<file path="src/rtl/mem_port_arbiter_pkg.sv">
// Shared types and defaults for the instruction/data memory port arbiter.
package mem_port_arbiter_pkg;

   localparam int unsigned DefaultTimeout = 64;
   localparam int unsigned DefaultToWidth = 7;

   // Arbiter sequencing states.
   typedef enum logic [1:0] {
      StIdle   = 2'd0,
      StServeI = 2'd1,
      StServeD = 2'd2,
      StResp   = 2'd3
   } arb_state_e;

   // Requesting port identity, used for both the current owner and the last grant.
   typedef enum logic {
      PortI = 1'b0,
      PortD = 1'b1
   } port_e;

   // Latched copy of a granted request, driven onto the memory bus while serving.
   typedef struct packed {
      logic        we;
      logic [31:0] addr;
      logic [31:0] wdata;
   } mem_req_t;

   // Choose which port to grant. On a tie the port that was not granted last wins,
   // so after reset (last grant = I) data wins the first tie and ties alternate after.
   function automatic port_e pick_port(input logic i_req, input logic d_req, input port_e last);
      port_e sel;
      if (i_req && d_req) begin
         sel = (last == PortI) ? PortD : PortI;
      end else if (d_req) begin
         sel = PortD;
      end else begin
         sel = PortI;
      end
      return sel;
   endfunction

endpackage

</file>
<file path="src/rtl/mem_arb_watchdog.sv">
// Transaction watchdog: counts serving cycles and pulses expire on the last allowed cycle.
module mem_arb_watchdog
   import mem_port_arbiter_pkg::*;
#(
   parameter int unsigned TIMEOUT  = DefaultTimeout,
   parameter int unsigned TO_WIDTH = DefaultToWidth
) (
   input  logic clk,
   input  logic rst,
   input  logic clear,
   input  logic enable,
   output logic expire
);

   localparam logic [TO_WIDTH-1:0] LastCount = TO_WIDTH'(TIMEOUT - 1);

   logic [TO_WIDTH-1:0] cnt_q;

   // Cycle counter: cleared on each grant, advances only while a transaction is served.
   always_ff @(posedge clk) begin
      if (rst) begin
         cnt_q <= '0;
      end else if (clear) begin
         cnt_q <= '0;
      end else if (enable) begin
         cnt_q <= cnt_q + TO_WIDTH'(1);
      end
   end

   // Expiry fires on the TIMEOUT-th serving cycle (count 0 is the first).
   always_comb begin
      expire = enable && (cnt_q == LastCount);
   end

endmodule

</file>
<file path="src/rtl/mem_port_arbiter.sv">
// Two-port arbiter sharing one handshaked memory between instruction fetch and data access.
// A granted request is latched, presented to memory until ack or timeout, and completed with
// a single response cycle in which the owning port's stall drops.
module mem_port_arbiter
   import mem_port_arbiter_pkg::*;
#(
   parameter int unsigned TIMEOUT  = DefaultTimeout,
   parameter int unsigned TO_WIDTH = DefaultToWidth
) (
   input  logic        clk,
   input  logic        rst,
   // Instruction fetch port
   input  logic        i_cs,
   input  logic [31:0] i_addr,
   output logic [31:0] i_rdata,
   output logic        i_stall,
   // Data access port
   input  logic        d_cs,
   input  logic        d_we,
   input  logic [31:0] d_addr,
   input  logic [31:0] d_wdata,
   output logic [31:0] d_rdata,
   output logic        d_stall,
   // Shared memory
   output logic        m_req,
   output logic        m_we,
   output logic [31:0] m_addr,
   output logic [31:0] m_wdata,
   input  logic [31:0] m_rdata,
   input  logic        m_ack,
   // Status
   output logic        err_timeout
);

   arb_state_e  state_q, state_d;
   port_e       owner_q, owner_d;
   port_e       last_grant_q, last_grant_d;
   port_e       grant_port;
   mem_req_t    req_q, req_d;
   logic [31:0] i_rdata_q, i_rdata_d;
   logic [31:0] d_rdata_q, d_rdata_d;
   logic        err_q, err_d;
   logic        serving;
   logic        grant;
   logic        wd_expire;

   assign serving = (state_q == StServeI) || (state_q == StServeD);

   mem_arb_watchdog #(
      .TIMEOUT  (TIMEOUT),
      .TO_WIDTH (TO_WIDTH)
   ) u_watchdog (
      .clk    (clk),
      .rst    (rst),
      .clear  (grant),
      .enable (serving),
      .expire (wd_expire)
   );

   // Next-state: grant from idle, finish on ack or watchdog expiry, single response cycle.
   always_comb begin
      state_d      = state_q;
      owner_d      = owner_q;
      last_grant_d = last_grant_q;
      req_d        = req_q;
      i_rdata_d    = i_rdata_q;
      d_rdata_d    = d_rdata_q;
      err_d        = err_q;
      grant        = 1'b0;
      grant_port   = pick_port(i_cs, d_cs, last_grant_q);

      unique case (state_q)
         StIdle: begin
            if (i_cs || d_cs) begin
               grant        = 1'b1;
               owner_d      = grant_port;
               last_grant_d = grant_port;
               if (grant_port == PortD) begin
                  req_d   = '{we: d_we, addr: d_addr, wdata: d_wdata};
                  state_d = StServeD;
               end else begin
                  req_d   = '{we: 1'b0, addr: i_addr, wdata: 32'h0};
                  state_d = StServeI;
               end
            end
         end

         StServeI, StServeD: begin
            if (m_ack) begin
               // Writes complete without touching the read-data register.
               if (!req_q.we) begin
                  if (owner_q == PortD) begin
                     d_rdata_d = m_rdata;
                  end else begin
                     i_rdata_d = m_rdata;
                  end
               end
               state_d = StResp;
            end else if (wd_expire) begin
               if (owner_q == PortD) begin
                  d_rdata_d = 32'h0;
               end else begin
                  i_rdata_d = 32'h0;
               end
               err_d   = 1'b1;
               state_d = StResp;
            end
         end

         StResp: begin
            // No grant here: a still-held request from the finished port must not re-issue.
            state_d = StIdle;
         end

         default: begin
            state_d = StIdle;
         end
      endcase
   end

   // State and datapath registers; reset also abandons any in-flight transaction.
   always_ff @(posedge clk) begin
      if (rst) begin
         state_q      <= StIdle;
         owner_q      <= PortI;
         last_grant_q <= PortI;
         req_q        <= '0;
         i_rdata_q    <= '0;
         d_rdata_q    <= '0;
         err_q        <= 1'b0;
      end else begin
         state_q      <= state_d;
         owner_q      <= owner_d;
         last_grant_q <= last_grant_d;
         req_q        <= req_d;
         i_rdata_q    <= i_rdata_d;
         d_rdata_q    <= d_rdata_d;
         err_q        <= err_d;
      end
   end

   // Memory bus and requester outputs; a port is released only in its own response cycle.
   always_comb begin
      m_req       = serving;
      m_we        = serving && req_q.we;
      m_addr      = req_q.addr;
      m_wdata     = req_q.wdata;
      i_rdata     = i_rdata_q;
      d_rdata     = d_rdata_q;
      err_timeout = err_q;
      i_stall     = i_cs && !((state_q == StResp) && (owner_q == PortI));
      d_stall     = d_cs && !((state_q == StResp) && (owner_q == PortD));
   end

endmodule

</file>
<file path="config.mk">
export PLATFORM = sky130hd
export DESIGN_NAME = mem_port_arbiter
export DESIGN_NICKNAME = d
export VERILOG_FILES = /design/src/rtl/mem_port_arbiter_pkg.sv /design/src/rtl/mem_arb_watchdog.sv /design/src/rtl/mem_port_arbiter.sv
export SDC_FILE = /design/constraint.sdc
export NUM_CORES = 1
export LEC_CHECK = 0
export ABC_AREA = 1
export CAP_MARGIN = 20
export CORE_ASPECT_RATIO = 0.6
export CORE_MARGIN = 5
export CORE_UTILIZATION = 43
export CTS_CLUSTER_DIAMETER = 120
export CTS_CLUSTER_SIZE = 25
export DETAILED_ROUTE_END_ITERATION = 7
export PLACE_DENSITY = 0.8
export SLEW_MARGIN = 20
export SYNTH_ARGS = -nofsm -noshare
export SYNTH_HDL_FRONTEND = slang
export SYNTH_SLANG_ARGS = --single-unit
</file>
<file path="constraint.sdc">
create_clock -name clk -period 2.5 [get_ports clk]
set_clock_uncertainty 0.15 [all_clocks]
set_input_delay 0.5 -clock clk [delete_from_list [all_inputs] [get_ports clk]]
set_output_delay 0.5 -clock clk [all_outputs]
set_load 0.1 [all_outputs]
</file>
==> flow_metrics.py <==
metrics = {
    "status": {
        "status": "finished clean",
    },
    "synthesis": {
        "synth_top_area_share_pct": 43.5,
        "synthFlopType": "dfxtp_1",
        "ys_seq_area_share_pct": 43.5,
        "synth.avg_cell_area_um2": 7.48,
        "yosysMostFrequentCell": "nand2_1",
        "async_flop_share_pct": 0,
        "yosysUniqueCellTypes": 30,
        "yosysTopAreaCell": "dfxtp_1",
        "synth_common_cells": "nand2_1, dfxtp_1, nor2_1",
        "ys_ff_latch": 140,
        "synthesis.area_um2": 6440,
        "synth_edf_count": 0,
        "syn_inst": 861,
        "syn-num-nets": 999,
        "yosys_warnings": 0,
        "synth.area.top_cells": "dfxtp_1, nand2_1, buf_4, a21oi_1, nand3_1",
    },
    "setup_path": {
        "cp.arrival_ns": 1.73,
        "crit_cells": 6,
        "startpoint": "state_q[1]$_SDFFE_PP0P_",
        "r2r-end": "i_rdata[10]$_SDFFE_PP0P_",
        "crit_chain": "inv_1 > ha_2 > buf_4 > nand2_1 > clkinvlp_4 > buf_12",
        "cpMaxStageDelayCell": "ha_2",
        "required_ns": 1.85,
        "cp_slowest_stage_delay_ns": 0.38,
        "startpoint_type": "register",
        "cp-end-kind": "output pin",
        "path_buf_inv": 4,
        "worst-r2r-setup-slack_ns": 0.41,
        "r2r_start": "state_q[1]$_SDFFE_PP0P_",
        "crit_family": "buffers and inverters",
        "crit_fanout": 7,
        "reg2reg_depth": 10,
        "worst-setup-path-type": "reg2out",
    },
    "global_routing": {
        "antenna_found_initial": 0,
        "grt_max_degree": 66,
        "grt_usage_pct": 20.0,
        "gr-total-overflow": 0,
        "grt_pass1_vias": 5576,
        "grt_first_pass_wirelength_um": 29200,
    },
    "sta": {
        "drv_slew": 0,
        "final.setup.tns_ns": 0,
        "fmax_mhz": 420,
        "setup_ws_ns": 0.117,
        "period_minus_slack_ns": 2.38,
        "setup_violations": 0,
        "worstMarginPinSlew_ns": 0.379,
        "hold_viol": 0,
        "maxSlewHeadroom_pct": 74.8,
        "fin_crit_sh_pct": 95.3,
        "hold_slack_ns": 0.305,
        "grt_setup_unrepaired": "no",
    },
    "final_layout": {
        "syn2layout_area_growth_pct": 42.1,
        "stdcell_area_um2": 9150,
        "final_nets": 1177,
        "diodes": 0,
        "final_util_pct": 62.7,
        "drive_gt1_share_pct": 22.0,
        "layout.cells.non_filler": 1250,
    },
    "floorplan": {
        "die-area_um2": 17600,
        "start_util_pct": 44.1,
        "fp.coreArea_um2": 14600,
        "io_pins": 267,
        "die_w_um": 168,
        "die_y_um": 105,
        "rows": 34,
    },
    "hold_path": {
        "holdCritStartpoint": "m_wdata[22]$_SDFFE_PP0P_",
        "holdPathStages": 2,
        "hold_end": "m_wdata[22]$_SDFFE_PP0P_",
        "hold_path.class": "reg2reg",
    },
    "clocking": {
        "ctsHoldBuffers": 0,
        "cts_setup_buffers": 0,
        "clock_path_buffers": 2,
        "clkSlewWorstSetupHoldPaths_ns": 0.06,
        "cts_sinks": 140,
        "cts_made_buffers": 17,
        "post_cts_resized": 0,
        "h-tree-depth": 4,
        "root_buffer": "clkbuf_16",
        "tritoncts": "yes",
        "clock_latency_ns": 0.39,
    },
    "route": {
        "wl_per_cell_um": 14.7,
        "drt_iter0_drc": 506,
        "wirelength_um": 18300,
        "drtAntennaViolNets": 0,
        "viasPerCell": 4.84,
        "drc": 0,
        "num_vias": 6054,
        "dr.pass1.iters": 5,
    },
    "power": {
        "p_leak_nw": 3.92,
        "power_density_nw_per_um2": 1430,
        "peakVddDrop_v": 0.00108,
        "finalPower_mw": 13.1,
    },
    "placed_design": {
        "dp_cells": 1218,
        "dp_slack_ns": 0.281,
        "dpl_cell_area_um2": 8480,
        "gp_congestion": 0.818,
        "dp_hpwl_um": 13200,
        "port_buffers": 266,
    },
    "flow_run": {
        "maxCapViolations": 0,
    },
}
## state kept, by name (all words and copies together) (netlist names)
register / cells
d_rdata: 32
err_timeout: 1
i_rdata: 32
last_grant_q: 1
m_addr: 32
m_wdata: 32
req_q: 1
state_q: 2
u_watchdog.cnt_q: 7
## layout by cell type (no fill, tap or decap), types with 3 or more instances in the layout
master,n
buf_4,137
buf_12,13
inv_6,3
or2_2,31
o21ai_0,45
bufinv_16,6
nor2_1,74
clkdlybuf4s50_1,133
dfxtp_1,140
inv_1,44
nor2_2,4
nand2_1,183
inv_2,5
a21oi_2,5
ha_1,3
o211ai_1,31
a21oi_1,66
clkbuf_16,17
nand3_1,67
nor3_1,5
o21ai_1,23
## worst max-delay path by stage
| stage | slack [ns] | to |
|---|---|---|
| 2_1_floorplan | -0.11 | i_stall |
| 3_5_place_dp | 0.28 | i_rdata[10]$_SDFFE_PP0P_ |
| 3_3_place_gp | 0.28 | i_rdata[10]$_SDFFE_PP0P_ |
| 6_report | 0.12 | m_we |
| 4_1_cts | 0.08 | m_we |
| 5_1_grt | 0.01 | m_we |
## area by class of cell
class                      count  area (um2)
fill                        1271        5440
inverter                      50         191
multi-input combinational    547        2620
sequential                   140        2800
clock inverter                13         236
timing repair buffer         283        2620
tap                          198         248
clock buffer                  19         433
## worst register-to-register path, stage by stage, from the launching register on
cell,delay [ns]
dfxtp_1,0.37
inv_1,0.08
ha_2,0.38
nand2_1,0.08
nor2_2,0.11
nand3_2,0.11
nand2_4,0.21
buf_12,0.25
nand3_1,0.13
nand2_1,0.07
nor2_1,0.04
## layer usage
metal | vias to the layer above | GRT usage, % | share of wire [%]
li1 | 3087 | - | -
met1 | 2726 | 26.8 | 45
met2 | 223 | 30.6 | 44
met3 | 18 | 7.47 | 9.9
met4 | 0 | 5.27 | 1.3
met5 | - | 0 | 0
## kinds of logic (layout without fill, tap and decap cells)
family	Yosys count	in the layout	synth area share [%]
AO/OA/AOI/OAI	173	173	15.0
flip-flops	140	140	43.5
XOR/XNOR	1	1	0.136
adder cells (fa/ha/maj)	4	4	0.777
AND/OR/NAND/NOR	369	369	24.5
buffers and inverters	174	365	16.1
## power by group
group / total, mW / internal, mW / switching (mW)
clock: 2.86 / 1.89 / 0.979
sequential: 3.09 / 2.78 / 0.312
combinational: 7.16 / 1.69 / 5.47
total: 13.1 / 6.35 / 6.76
(Power assumes the default switching activity.)
